### src/rtl/riscv_regfile_mp_pkg.sv
// Shared types and defaults for the multi-port RV32 integer register file.
package riscv_regfile_mp_pkg;

  localparam int XLEN_DEFAULT  = 32;
  localparam int NREGS_DEFAULT = 32;
  localparam int REG_ADDR_W    = $clog2(NREGS_DEFAULT);

  typedef logic [REG_ADDR_W-1:0]   reg_addr_t;
  typedef logic [XLEN_DEFAULT-1:0] xlen_t;

  // Hard-wired zero register
  localparam reg_addr_t X0 = {REG_ADDR_W{1'b0}};

endpackage

### src/rtl/riscv_regfile_mp_if.sv
// Bus bundle between issue/writeback logic (master) and the register file (slave).
interface riscv_regfile_mp_if
  import riscv_regfile_mp_pkg::*;
#(
  parameter int XLEN  = XLEN_DEFAULT,
  parameter int NREGS = NREGS_DEFAULT,
  parameter int NRD   = 2,
  parameter int NWR   = 1
);
  localparam int AW = $clog2(NREGS);

  logic [NRD*AW-1:0]   rd_addr_i;
  logic [NRD*XLEN-1:0] rd_data_o;
  logic [NRD-1:0]      rd_busy_o;
  logic [NWR-1:0]      wr_en_i;
  logic [NWR*AW-1:0]   wr_addr_i;
  logic [NWR*XLEN-1:0] wr_data_i;
  logic                sb_set_en_i;
  logic [AW-1:0]       sb_set_addr_i;
  logic [AW:0]         busy_cnt_o;

  modport master (
    output rd_addr_i, wr_en_i, wr_addr_i, wr_data_i, sb_set_en_i, sb_set_addr_i,
    input  rd_data_o, rd_busy_o, busy_cnt_o
  );

  modport slave (
    input  rd_addr_i, wr_en_i, wr_addr_i, wr_data_i, sb_set_en_i, sb_set_addr_i,
    output rd_data_o, rd_busy_o, busy_cnt_o
  );

endinterface

### src/rtl/riscv_regfile_mp_rdport.sv
// One read port: x0 masking, write-forwarding with highest-port priority,
// and an optional output register for the registered-read variant.
module riscv_regfile_rdport
  import riscv_regfile_mp_pkg::*;
#(
  parameter int XLEN     = XLEN_DEFAULT,
  parameter int AW       = REG_ADDR_W,
  parameter int NWR      = 1,
  parameter int BYPASS   = 1,
  parameter int READ_LAT = 0
) (
  input  logic                clk,
  input  logic                reset,
  input  logic [AW-1:0]       addr_i,
  input  logic [XLEN-1:0]     stored_i,
  input  logic                busy_i,
  input  logic [NWR-1:0]      wr_en_i,
  input  logic [NWR*AW-1:0]   wr_addr_i,
  input  logic [NWR*XLEN-1:0] wr_data_i,
  output logic [XLEN-1:0]     data_o,
  output logic                busy_o
);

  // The registered variant is write-first, so it needs the forwarded value
  // regardless of BYPASS; the combinational variant forwards only if enabled.
  localparam bit USE_FWD = (READ_LAT == 1) || (BYPASS == 1);

  logic            fwd_hit_s;
  logic [XLEN-1:0] fwd_data_s;
  logic            hit_s;
  logic [XLEN-1:0] data_s;
  logic [XLEN-1:0] data_r;
  logic            busy_r;

  // Find the highest-index enabled write that targets this read address
  always_comb begin
    fwd_hit_s  = 1'b0;
    fwd_data_s = {XLEN{1'b0}};
    hit_s      = 1'b0;
    for (int j = 0; j < NWR; j++) begin
      hit_s      = wr_en_i[j] && (wr_addr_i[j*AW +: AW] == addr_i);
      fwd_data_s = hit_s ? wr_data_i[j*XLEN +: XLEN] : fwd_data_s;
      fwd_hit_s  = fwd_hit_s | hit_s;
    end
  end

  // Select stored or forwarded data; x0 always reads as zero
  always_comb begin
    if (addr_i == AW'(X0)) begin
      data_s = {XLEN{1'b0}};
    end else if (USE_FWD && fwd_hit_s) begin
      data_s = fwd_data_s;
    end else begin
      data_s = stored_i;
    end
  end

  // Output register used when reads have one cycle of latency
  always_ff @(posedge clk) begin
    if (reset) begin
      data_r <= {XLEN{1'b0}};
      busy_r <= 1'b0;
    end else begin
      data_r <= data_s;
      busy_r <= busy_i;
    end
  end

  assign data_o = (READ_LAT == 1) ? data_r : data_s;
  assign busy_o = (READ_LAT == 1) ? busy_r : busy_i;

endmodule

### src/rtl/riscv_regfile_mp.sv
// Multi-port integer register file with per-register busy scoreboard.
// Holds storage, write-port priority, the busy vector and its population count.
module riscv_regfile_mp
  import riscv_regfile_mp_pkg::*;
#(
  parameter int XLEN     = XLEN_DEFAULT,
  parameter int NREGS    = NREGS_DEFAULT,
  parameter int NRD      = 2,
  parameter int NWR      = 1,
  parameter int BYPASS   = 1,
  parameter int READ_LAT = 0
) (
  input logic               clk,
  input logic               reset,
  riscv_regfile_mp_if.slave bus
);

  localparam int AW = $clog2(NREGS);

  logic [XLEN-1:0]     regs_r [NREGS];
  logic [NREGS-1:0]    busy_r;
  logic [AW:0]         busy_cnt_r;

  logic [NREGS-1:0]    wr_hit_s;
  logic [XLEN-1:0]     wr_val_s [NREGS];
  logic                wr_match_s;
  logic                set_match_s;
  logic [NREGS-1:0]    busy_nxt_s;
  logic [AW:0]         busy_cnt_nxt_s;
  logic [NRD*XLEN-1:0] rd_data_s;
  logic [NRD-1:0]      rd_busy_s;

  // Per register: is it written this cycle and by which data (highest port wins, x0 dropped)
  always_comb begin
    wr_match_s = 1'b0;
    for (int r = 0; r < NREGS; r++) begin
      wr_hit_s[r] = 1'b0;
      wr_val_s[r] = {XLEN{1'b0}};
      for (int j = 0; j < NWR; j++) begin
        wr_match_s  = bus.wr_en_i[j] && (bus.wr_addr_i[j*AW +: AW] == AW'(r)) && (r != 0);
        wr_val_s[r] = wr_match_s ? bus.wr_data_i[j*XLEN +: XLEN] : wr_val_s[r];
        wr_hit_s[r] = wr_hit_s[r] | wr_match_s;
      end
    end
  end

  // Next busy vector (issue set beats writeback clear) and its population count
  always_comb begin
    set_match_s    = 1'b0;
    busy_nxt_s     = {NREGS{1'b0}};
    busy_cnt_nxt_s = {(AW+1){1'b0}};
    for (int r = 0; r < NREGS; r++) begin
      set_match_s    = bus.sb_set_en_i && (bus.sb_set_addr_i == AW'(r)) && (r != 0);
      busy_nxt_s[r]  = set_match_s | (busy_r[r] & ~wr_hit_s[r]);
      busy_cnt_nxt_s = busy_cnt_nxt_s + {{AW{1'b0}}, busy_nxt_s[r]};
    end
  end

  // Register storage update
  always_ff @(posedge clk) begin
    if (reset) begin
      for (int r = 0; r < NREGS; r++) begin
        regs_r[r] <= {XLEN{1'b0}};
      end
    end else begin
      for (int r = 0; r < NREGS; r++) begin
        if (wr_hit_s[r]) begin
          regs_r[r] <= wr_val_s[r];
        end
      end
    end
  end

  // Scoreboard state and busy count
  always_ff @(posedge clk) begin
    if (reset) begin
      busy_r     <= {NREGS{1'b0}};
      busy_cnt_r <= {(AW+1){1'b0}};
    end else begin
      busy_r     <= busy_nxt_s;
      busy_cnt_r <= busy_cnt_nxt_s;
    end
  end

  genvar k;
  generate
    for (k = 0; k < NRD; k++) begin : g_rd
      logic [AW-1:0] addr_s;
      assign addr_s = bus.rd_addr_i[k*AW +: AW];

      riscv_regfile_rdport #(
        .XLEN     (XLEN),
        .AW       (AW),
        .NWR      (NWR),
        .BYPASS   (BYPASS),
        .READ_LAT (READ_LAT)
      ) u_rdport (
        .clk       (clk),
        .reset     (reset),
        .addr_i    (addr_s),
        .stored_i  (regs_r[addr_s]),
        .busy_i    (busy_r[addr_s]),
        .wr_en_i   (bus.wr_en_i),
        .wr_addr_i (bus.wr_addr_i),
        .wr_data_i (bus.wr_data_i),
        .data_o    (rd_data_s[k*XLEN +: XLEN]),
        .busy_o    (rd_busy_s[k])
      );
    end
  endgenerate

  assign bus.rd_data_o  = rd_data_s;
  assign bus.rd_busy_o  = rd_busy_s;
  assign bus.busy_cnt_o = busy_cnt_r;

endmodule

### src/flat_wrapper.sv
// flat-port wrapper written by rule: the top's interface ports become plain ports
module riscv_regfile_mp_flat import riscv_regfile_mp_pkg::*;
#(
  parameter int XLEN     = XLEN_DEFAULT,
  parameter int NREGS    = NREGS_DEFAULT,
  parameter int NRD      = 2,
  parameter int NWR      = 1,
  parameter int BYPASS   = 1,
  parameter int READ_LAT = 0
)
  (clk, reset, bus_rd_addr_i, bus_wr_en_i, bus_wr_addr_i, bus_wr_data_i, bus_sb_set_en_i, bus_sb_set_addr_i, bus_rd_data_o, bus_rd_busy_o, bus_busy_cnt_o);
  riscv_regfile_mp_if #(.XLEN(XLEN), .NREGS(NREGS), .NRD(NRD), .NWR(NWR)) bus_i ();
  input logic clk;
  input logic reset;
  input wire logic [$bits(bus_i.rd_addr_i)-1:0] bus_rd_addr_i;
  input wire logic [$bits(bus_i.wr_en_i)-1:0] bus_wr_en_i;
  input wire logic [$bits(bus_i.wr_addr_i)-1:0] bus_wr_addr_i;
  input wire logic [$bits(bus_i.wr_data_i)-1:0] bus_wr_data_i;
  input wire logic [$bits(bus_i.sb_set_en_i)-1:0] bus_sb_set_en_i;
  input wire logic [$bits(bus_i.sb_set_addr_i)-1:0] bus_sb_set_addr_i;
  output wire logic [$bits(bus_i.rd_data_o)-1:0] bus_rd_data_o;
  output wire logic [$bits(bus_i.rd_busy_o)-1:0] bus_rd_busy_o;
  output wire logic [$bits(bus_i.busy_cnt_o)-1:0] bus_busy_cnt_o;
  assign bus_i.rd_addr_i = bus_rd_addr_i;
  assign bus_i.wr_en_i = bus_wr_en_i;
  assign bus_i.wr_addr_i = bus_wr_addr_i;
  assign bus_i.wr_data_i = bus_wr_data_i;
  assign bus_i.sb_set_en_i = bus_sb_set_en_i;
  assign bus_i.sb_set_addr_i = bus_sb_set_addr_i;
  assign bus_rd_data_o = bus_i.rd_data_o;
  assign bus_rd_busy_o = bus_i.rd_busy_o;
  assign bus_busy_cnt_o = bus_i.busy_cnt_o;
  riscv_regfile_mp #(.XLEN(XLEN), .NREGS(NREGS), .NRD(NRD), .NWR(NWR), .BYPASS(BYPASS), .READ_LAT(READ_LAT)) u_core (.clk(clk), .reset(reset), .bus(bus_i));
endmodule
### config.mk
export PLATFORM = sky130hd
export DESIGN_NAME = riscv_regfile_mp_flat
export DESIGN_NICKNAME = d
export VERILOG_FILES = /design/src/rtl/riscv_regfile_mp_pkg.sv /design/src/rtl/riscv_regfile_mp_if.sv /design/src/rtl/riscv_regfile_mp_rdport.sv /design/src/rtl/riscv_regfile_mp.sv /design/src/flat_wrapper.sv
export SDC_FILE = /design/constraint.sdc
export NUM_CORES = 2
export LEC_CHECK = 0
export BUFFER_PORTS_ARGS = -buffer_cell sky130_fd_sc_hd__buf_2
export CAP_MARGIN = 20
export CORE_ASPECT_RATIO = 1.75
export CORE_UTILIZATION = 60
export CTS_CLUSTER_DIAMETER = 200
export DETAILED_ROUTE_END_ITERATION = 7
export PLACE_DENSITY_LB_ADDON = 0.05
export SYNTH_ARGS = -nofsm -noshare
export SYNTH_HDL_FRONTEND = slang
export SYNTH_HIERARCHICAL = 1
export SYNTH_SLANG_ARGS = --single-unit
export TNS_END_PERCENT = 20
### constraint.sdc
create_clock -name clk -period 10.2 [get_ports clk]
set_input_delay 3.06 -clock clk [delete_from_list [all_inputs] [get_ports clk]]
set_output_delay 3.06 -clock clk [all_outputs]
set_load 0.01 [all_outputs]
Word-level counts from Yosys, hierarchy flattened
Memories as Yosys holds them, arrays and structs flattened.
Index checks and enable logic that the tools add are counted.
W data, S select, Z words.
{ "op_classes": {"n_addsub": 30, "order_cmp": 2, "eq_ne": 64, "mux": 165, "bitwise_logic": 124, "reduce_logical": 66} }
{ "ops": {"columns": ["cell", "count"], "rows": [
  ["$mux W32", 66],
  ["$add A6 B1 Y6", 29],
  ["$eq A5 B5 Y1 const B", 32],
  ["$mux W1", 97],
  ["$eq A5 B4 Y1 const B", 16],
  ["$logic_and A1 B1 Y1", 64],
  ["$or A1 B1 Y1", 62],
  ["$eq A5 B3 Y1 const B", 8],
  ["$and A1 B1 Y1", 31],
  ["$not A1 Y1", 31],
  ["$eq A5 B2 Y1 const B", 4],
  ["$lt A5 B6 Y1 const B", 2],
  ["$bmux W1 S5", 2],
  ["$eq A5 B1 Y1 const B", 2],
  ["$eq A5 B5 Y1", 2],
  ["$logic_not A5 Y1", 2],
  ["$add A1 B1 Y2", 1]
]} }
{ "totals": {"ff_bits": 37, "ramBits": 1024, "in_bits": 56, "n_memories": 1} }
{ "mem_list": {"columns": ["memory", "words", "width", "rd", "rd_ports_with_merged_regs", "write_ports", "line_no", "text"], "rows": [
  ["u_core.regs_r", 32, 32, 2, 0, 32, "riscv_regfile_mp.sv:20", "logic [XLEN-1:0] regs_r [NREGS];"]
]} }

Longest topological paths before layout
{ "logic_depth": {"ltp_word": 35, "mapped_depth": 20, "depth_no_buf": 19} }

Hierarchy
Netlist, hierarchy kept.
{ "modules_own_cells": {"columns": ["mod", "n_inst", "cells_each", "area_each_um2", "seq_area_each_um2"], "rows": [
  ["riscv_regfile_mp", 1, 3893, 55984.9, 30529.3],
  ["riscv_regfile_rdport", 2, 124, 653.1, 0.0]
]} }

Least setup slack after synthesis
No wires, ideal clock.
{ "synth_timing": {"kind": "input port to flip-flop", "from": "input port bus_sb_set_addr_i[3]", "to": "register u_core.busy_cnt_r[4], in the netlist u_core/bus.busy_cnt_o[4]", "setup_time_ps": 128, "arrival_time_ps": 8309, "required_time_ps": 10072, "setup_slack_ps": 1764, "stages": 18, "cell_sequence": "clkbuf_1 -> nor2b_1 -> nor2b_1 -> a22o_1 -> fa_1 -> fa_1 -> fa_1 -> fa_1 -> fa_1 -> inv_1 -> fa_1 -> inv_1 -> fa_1 -> fa_1 -> a21o_1 -> a21oi_1 -> xor2_1 -> nor2_1"} }
{ "synth_rtl": {"columns": ["item", "line_no", "text"], "rows": [
  ["start, declared", "flat_wrapper.sv:20", "input wire logic [$bits(bus_i.sb_set_addr_i)-1:0] bus_sb_set_addr_i;"],
  ["$eq A5 B4 Y1", "riscv_regfile_mp.sv:53", "set_match_s = bus.sb_set_en_i && (bus.sb_set_addr_i == AW'(r)) && (r != 0);"],
  ["$logic_and A1 B1 Y1", "riscv_regfile_mp.sv:53", null],
  ["$or A1 B1 Y1", "riscv_regfile_mp.sv:54", "busy_nxt_s[r] = set_match_s | (busy_r[r] & ~wr_hit_s[r]);"],
  ["named net u_core.busy_nxt_s[10]", "riscv_regfile_mp.sv:28", "logic [NREGS-1:0] busy_nxt_s;"],
  ["$add A6 B1 Y6 (22 in series)", "riscv_regfile_mp.sv:55", "busy_cnt_nxt_s = busy_cnt_nxt_s + {{AW{1'b0}}, busy_nxt_s[r]};"],
  ["end signal, assigned", "riscv_regfile_mp.sv:78", "busy_cnt_r <= {(AW+1){1'b0}};"],
  ["end signal, assigned", "riscv_regfile_mp.sv:81", "busy_cnt_r <= busy_cnt_nxt_s;"],
  ["end, declared", "riscv_regfile_mp.sv:22", "logic [AW:0] busy_cnt_r;"]
]} }
The timed path passes the listed nets, and every way through them passes these cells.
A chain may end at the register's enable or synchronous reset.

Worst setup path in the final report
{ "layout_timing": {"from": "input port bus_rd_addr_i[6]", "to": "output port bus_rd_busy_o[1]"} }
{ "layout_via": {"elab_chain_cells": 2} }
{ "layout_lines": {"columns": ["item", "line_no", "text"], "rows": [
  ["start, declared", "flat_wrapper.sv:15", "input wire logic [$bits(bus_i.rd_addr_i)-1:0] bus_rd_addr_i;"],
  ["$bmux W1 S5", "riscv_regfile_mp.sv:102", ".busy_i (busy_r[addr_s]),"],
  ["$mux W1 (not written as such)", "riscv_regfile_mp.sv:102", null],
  ["end, declared", "flat_wrapper.sv:22", "output wire logic [$bits(bus_i.rd_busy_o)-1:0] bus_rd_busy_o;"]
]} }
Every way passes these cells. The select of a mux whose other input is x is not followed.

==> run_results.csv <==
group,metric,value,unit
run_status,run_status,"completed",
clock_network,h-tree-depth,3,
drt,wl,198,mm
layout,nFillCells,6877,
setup_path,cp_max_fo,27,
layout,final_common_cell,"and2_1",
setup_path,path_class,"primary input to primary output",
timing,setup_viol,0,
logic_synthesis,synth_seq_area_share,53.3,%
placed_design,place.gp.congestion,1.00,
grt,grt_pass1_vias,40388,
layout,seqCellArea,30500,um^2
timing,tightest_slew,1210,ps
logic_synthesis,syn_area,57300,um^2
layout,postLayoutCellArea,62100,um^2
setup_path,cp-end-kind,"primary output",
power,leakagePower,22.3,nW
placed_design,placed_area,59000,um^2
setup_path,crit_buf_inv,3,
placed_design,portBuffers,127,
floorplan,core,94300,um^2
timing,maxSlewHeadroom,18.4,%
timing,timing.final.crit_share,90.6,%
logic_synthesis,synthCells,4141,
floorplan,ios,128,
layout,final_nets,4145,
logic_synthesis,async_reset_ff_share,0,%
run,max_cap_violations,0,
floorplan,initial_core_util,60.7,%
drt,drc,0,
clock_network,cts_root_buffer,"clkbuf_16",
timing,fin_setup_tns,0,ps
clock_network,post_cts.repair.setup_buffers,0,
timing,period_minus_slack,9250,ps
power,power_density,162,nW/um^2
clock_network,cts_buffers,98,
drt,ant_nets,0,
layout,final_util,65.9,%
logic_synthesis,ys_ff_latch,1029,
setup_path,startpoint_type,"primary input",
worst_hold_path,hold_class,"flop to flop",
timing,rsz0062_at_grt,"no",
drt,drt-pass1-iter-count,8,
clock_network,clk-insertion-delay-late,700,ps
clock_network,cts_hold_buf,0,
setup_path,cp_top_family,"compound AO/OA/AOI/OAI gates",
logic_synthesis,avgSynthCellArea,13.8,um^2
setup_path,worstReg2RegStart,"u_core/busy_r[18]",
clock_network,cts_resized,0,
clock_network,cts.sinks,1029,
power,ir_drop,0.135,mV
timing,max_clock_freq,0.108,GHz
setup_path,crit_chain,"buf_4, nor2b_4, buf_4, a22o_1, a211oi_1, o31ai_1, buf_2",
grt,grt_usage,41.2,%
drt,via_per_inst,7.37,
setup_path,crit_path_frequent_cell,"buf_4",
clock_network,cts_tree,"yes",
logic_synthesis,synth_nets,4227,
setup_path,cp.arrival,6190,ps
drt,detail_route.iter0.violations,5633,
floorplan,die_h,411,um
floorplan,rows,149,
logic_synthesis,ys.flop_type,"edfxtp_1",
floorplan,die_area,96800,um^2
grt,antenna_found_initial,14,
logic_synthesis,synth_cell_types,41,
timing,skew,17.2,ps
grt,grt_pass1_wl,281,mm
setup_path,slowest_stage,"o31ai_1",
placed_design,dp_hpwl,122,mm
layout,area_delta_synth_final,8.45,%
grt,grt_max_degree,74,
layout,multiInputGateArea,24800,um^2
layout,drive_gt1_share,22.4,%
grt,overflow,0,
layout,layout_common_cells,"and2_1 (1090), edfxtp_1 (992), mux4_2 (396)",
timing,finalHoldViolCount,0,
clock_network,clk_pin_slew,60,ps
setup_path,worstSetupStartpoint,"bus_rd_addr_i[6]",
clock_network,cts_buffer_depth,3,
timing,drv_slew,0,
drt,wire_per_inst,37.1,um
logic_synthesis,synth-edff-count,992,
setup_path,cp_data_required_time,7140,ps
drt,vias,39411,
logic_synthesis,ys_warn_count,6,
worst_hold_path,hp-start,"u_core/busy_r[4]",
floorplan,die_w,236,um
setup_path,cp_slowest_stage_delay,1030,ps
## logic make-up (layout without fill, tap and decap cells)
group	after synthesis	after routing	synth area share, %
other cells	0	4	0
compound gates	562	562	7.15
simple gates	1372	1372	14.3
fa+ha+maj	30	30	0.957
flops	1029	1029	53.3
xor+xnor	13	13	0.199
mux	660	660	20.3
buf+inv	475	468	3.79
## report_power, final
part | leakage [nW] | internal, W | switching [W]
combinational | 11.0 | 0.000540 | 0.000844
clock | 1.53 | 0.00208 | 0.00164
sequential | 9.76 | 0.00486 | 0.000120
## state kept, by name (all words and copies together), names as in the netlist
signal	count
u_core/bus.busy_cnt_o	6
u_core/regs_r	992
u_core/busy_r	31
## layout make-up
type	count	area share (%)
sequential	1029	49.1
multi-input combinational	2637	40.0
clock buffer	123	4.20
timing repair buffer	271	3.26
tap	1208	2.43
clock inverter	52	0.860
inverter	22	0.133
antenna	4	0.0161
## worst register-to-register path: cells and delay by family (launching register included)
family / cells / cell delay [ps]
xor gates and xnor gates: 1 / 160
AOI/OAI and AO/OA: 3 / 610
and+or+nand+nor: 1 / 60
buffers and inverters: 4 / 220
adders and majority gates: 8 / 3910
DFF: 1 / 370
## stage by stage
| stage | cells | power (W) | hold WS [ps] | setup slack (ps) |
|---|---|---|---|---|
| 4_1_cts | 5341 | 0.0101 | 620 | 1160 |
| 3_3_place_gp | 5165 | 0.00636 | 594 | 977 |
| 3_5_place_dp | 5166 | 0.00641 | 603 | 1110 |
| 5_1_grt | 5342 | 0.0103 | 656 | 998 |
| 6_report | 5346 | 0.0101 | 625 | 954 |
| 2_1_floorplan | 4141 | 0.00588 | 518 | 1760 |
## worst paths after layout
| path | end | slack (ps) | cells past startpoint |
|---|---|---|---|
| worst max-delay path | bus_rd_busy_o[1] | 950 | 7 |
| worst min-delay path | u_core/busy_r[4] | 620 | 2 |
| worst max register to register | u_core/bus.busy_cnt_o[4] | 4730 | 17 |
| worst min register to register | u_core/busy_r[4] | 620 | 2 |
## Yosys cell counts (44+ instances only)
master	count	area share (%)
o31ai_1	66	0.86
buf_4	46	0.60
o21ai_0	44	0.38
mux2_2	52	1.0
edfxtp_1	992	52
and2_1	1090	12
a211oi_1	66	0.86
nor2_1	49	0.32
clkbuf_1	325	2.1
o22ai_1	66	0.72
mux4_2	396	16
mux2i_1	198	3.5
o21ai_1	86	0.75
nand4_1	64	0.70
a22o_1	216	3.3
nand2_1	133	0.87
## layer usage
| layer | part of all wire [%] | up-vias | GRT usage [%] | wire (um) |
|---|---|---|---|---|
| met1 | 34 | 19911 | 51.5 | 67300 |
| li1 | - | 15568 | - | - |
| met3 | 12 | 812 | 9.32 | 24600 |
| met5 | 0.012 | - | 0 | 23 |
| met4 | 6.3 | 4 | 24.3 | 12500 |
| met2 | 47 | 3116 | 66.2 | 94100 |
(Power assumes the default switching activity.)
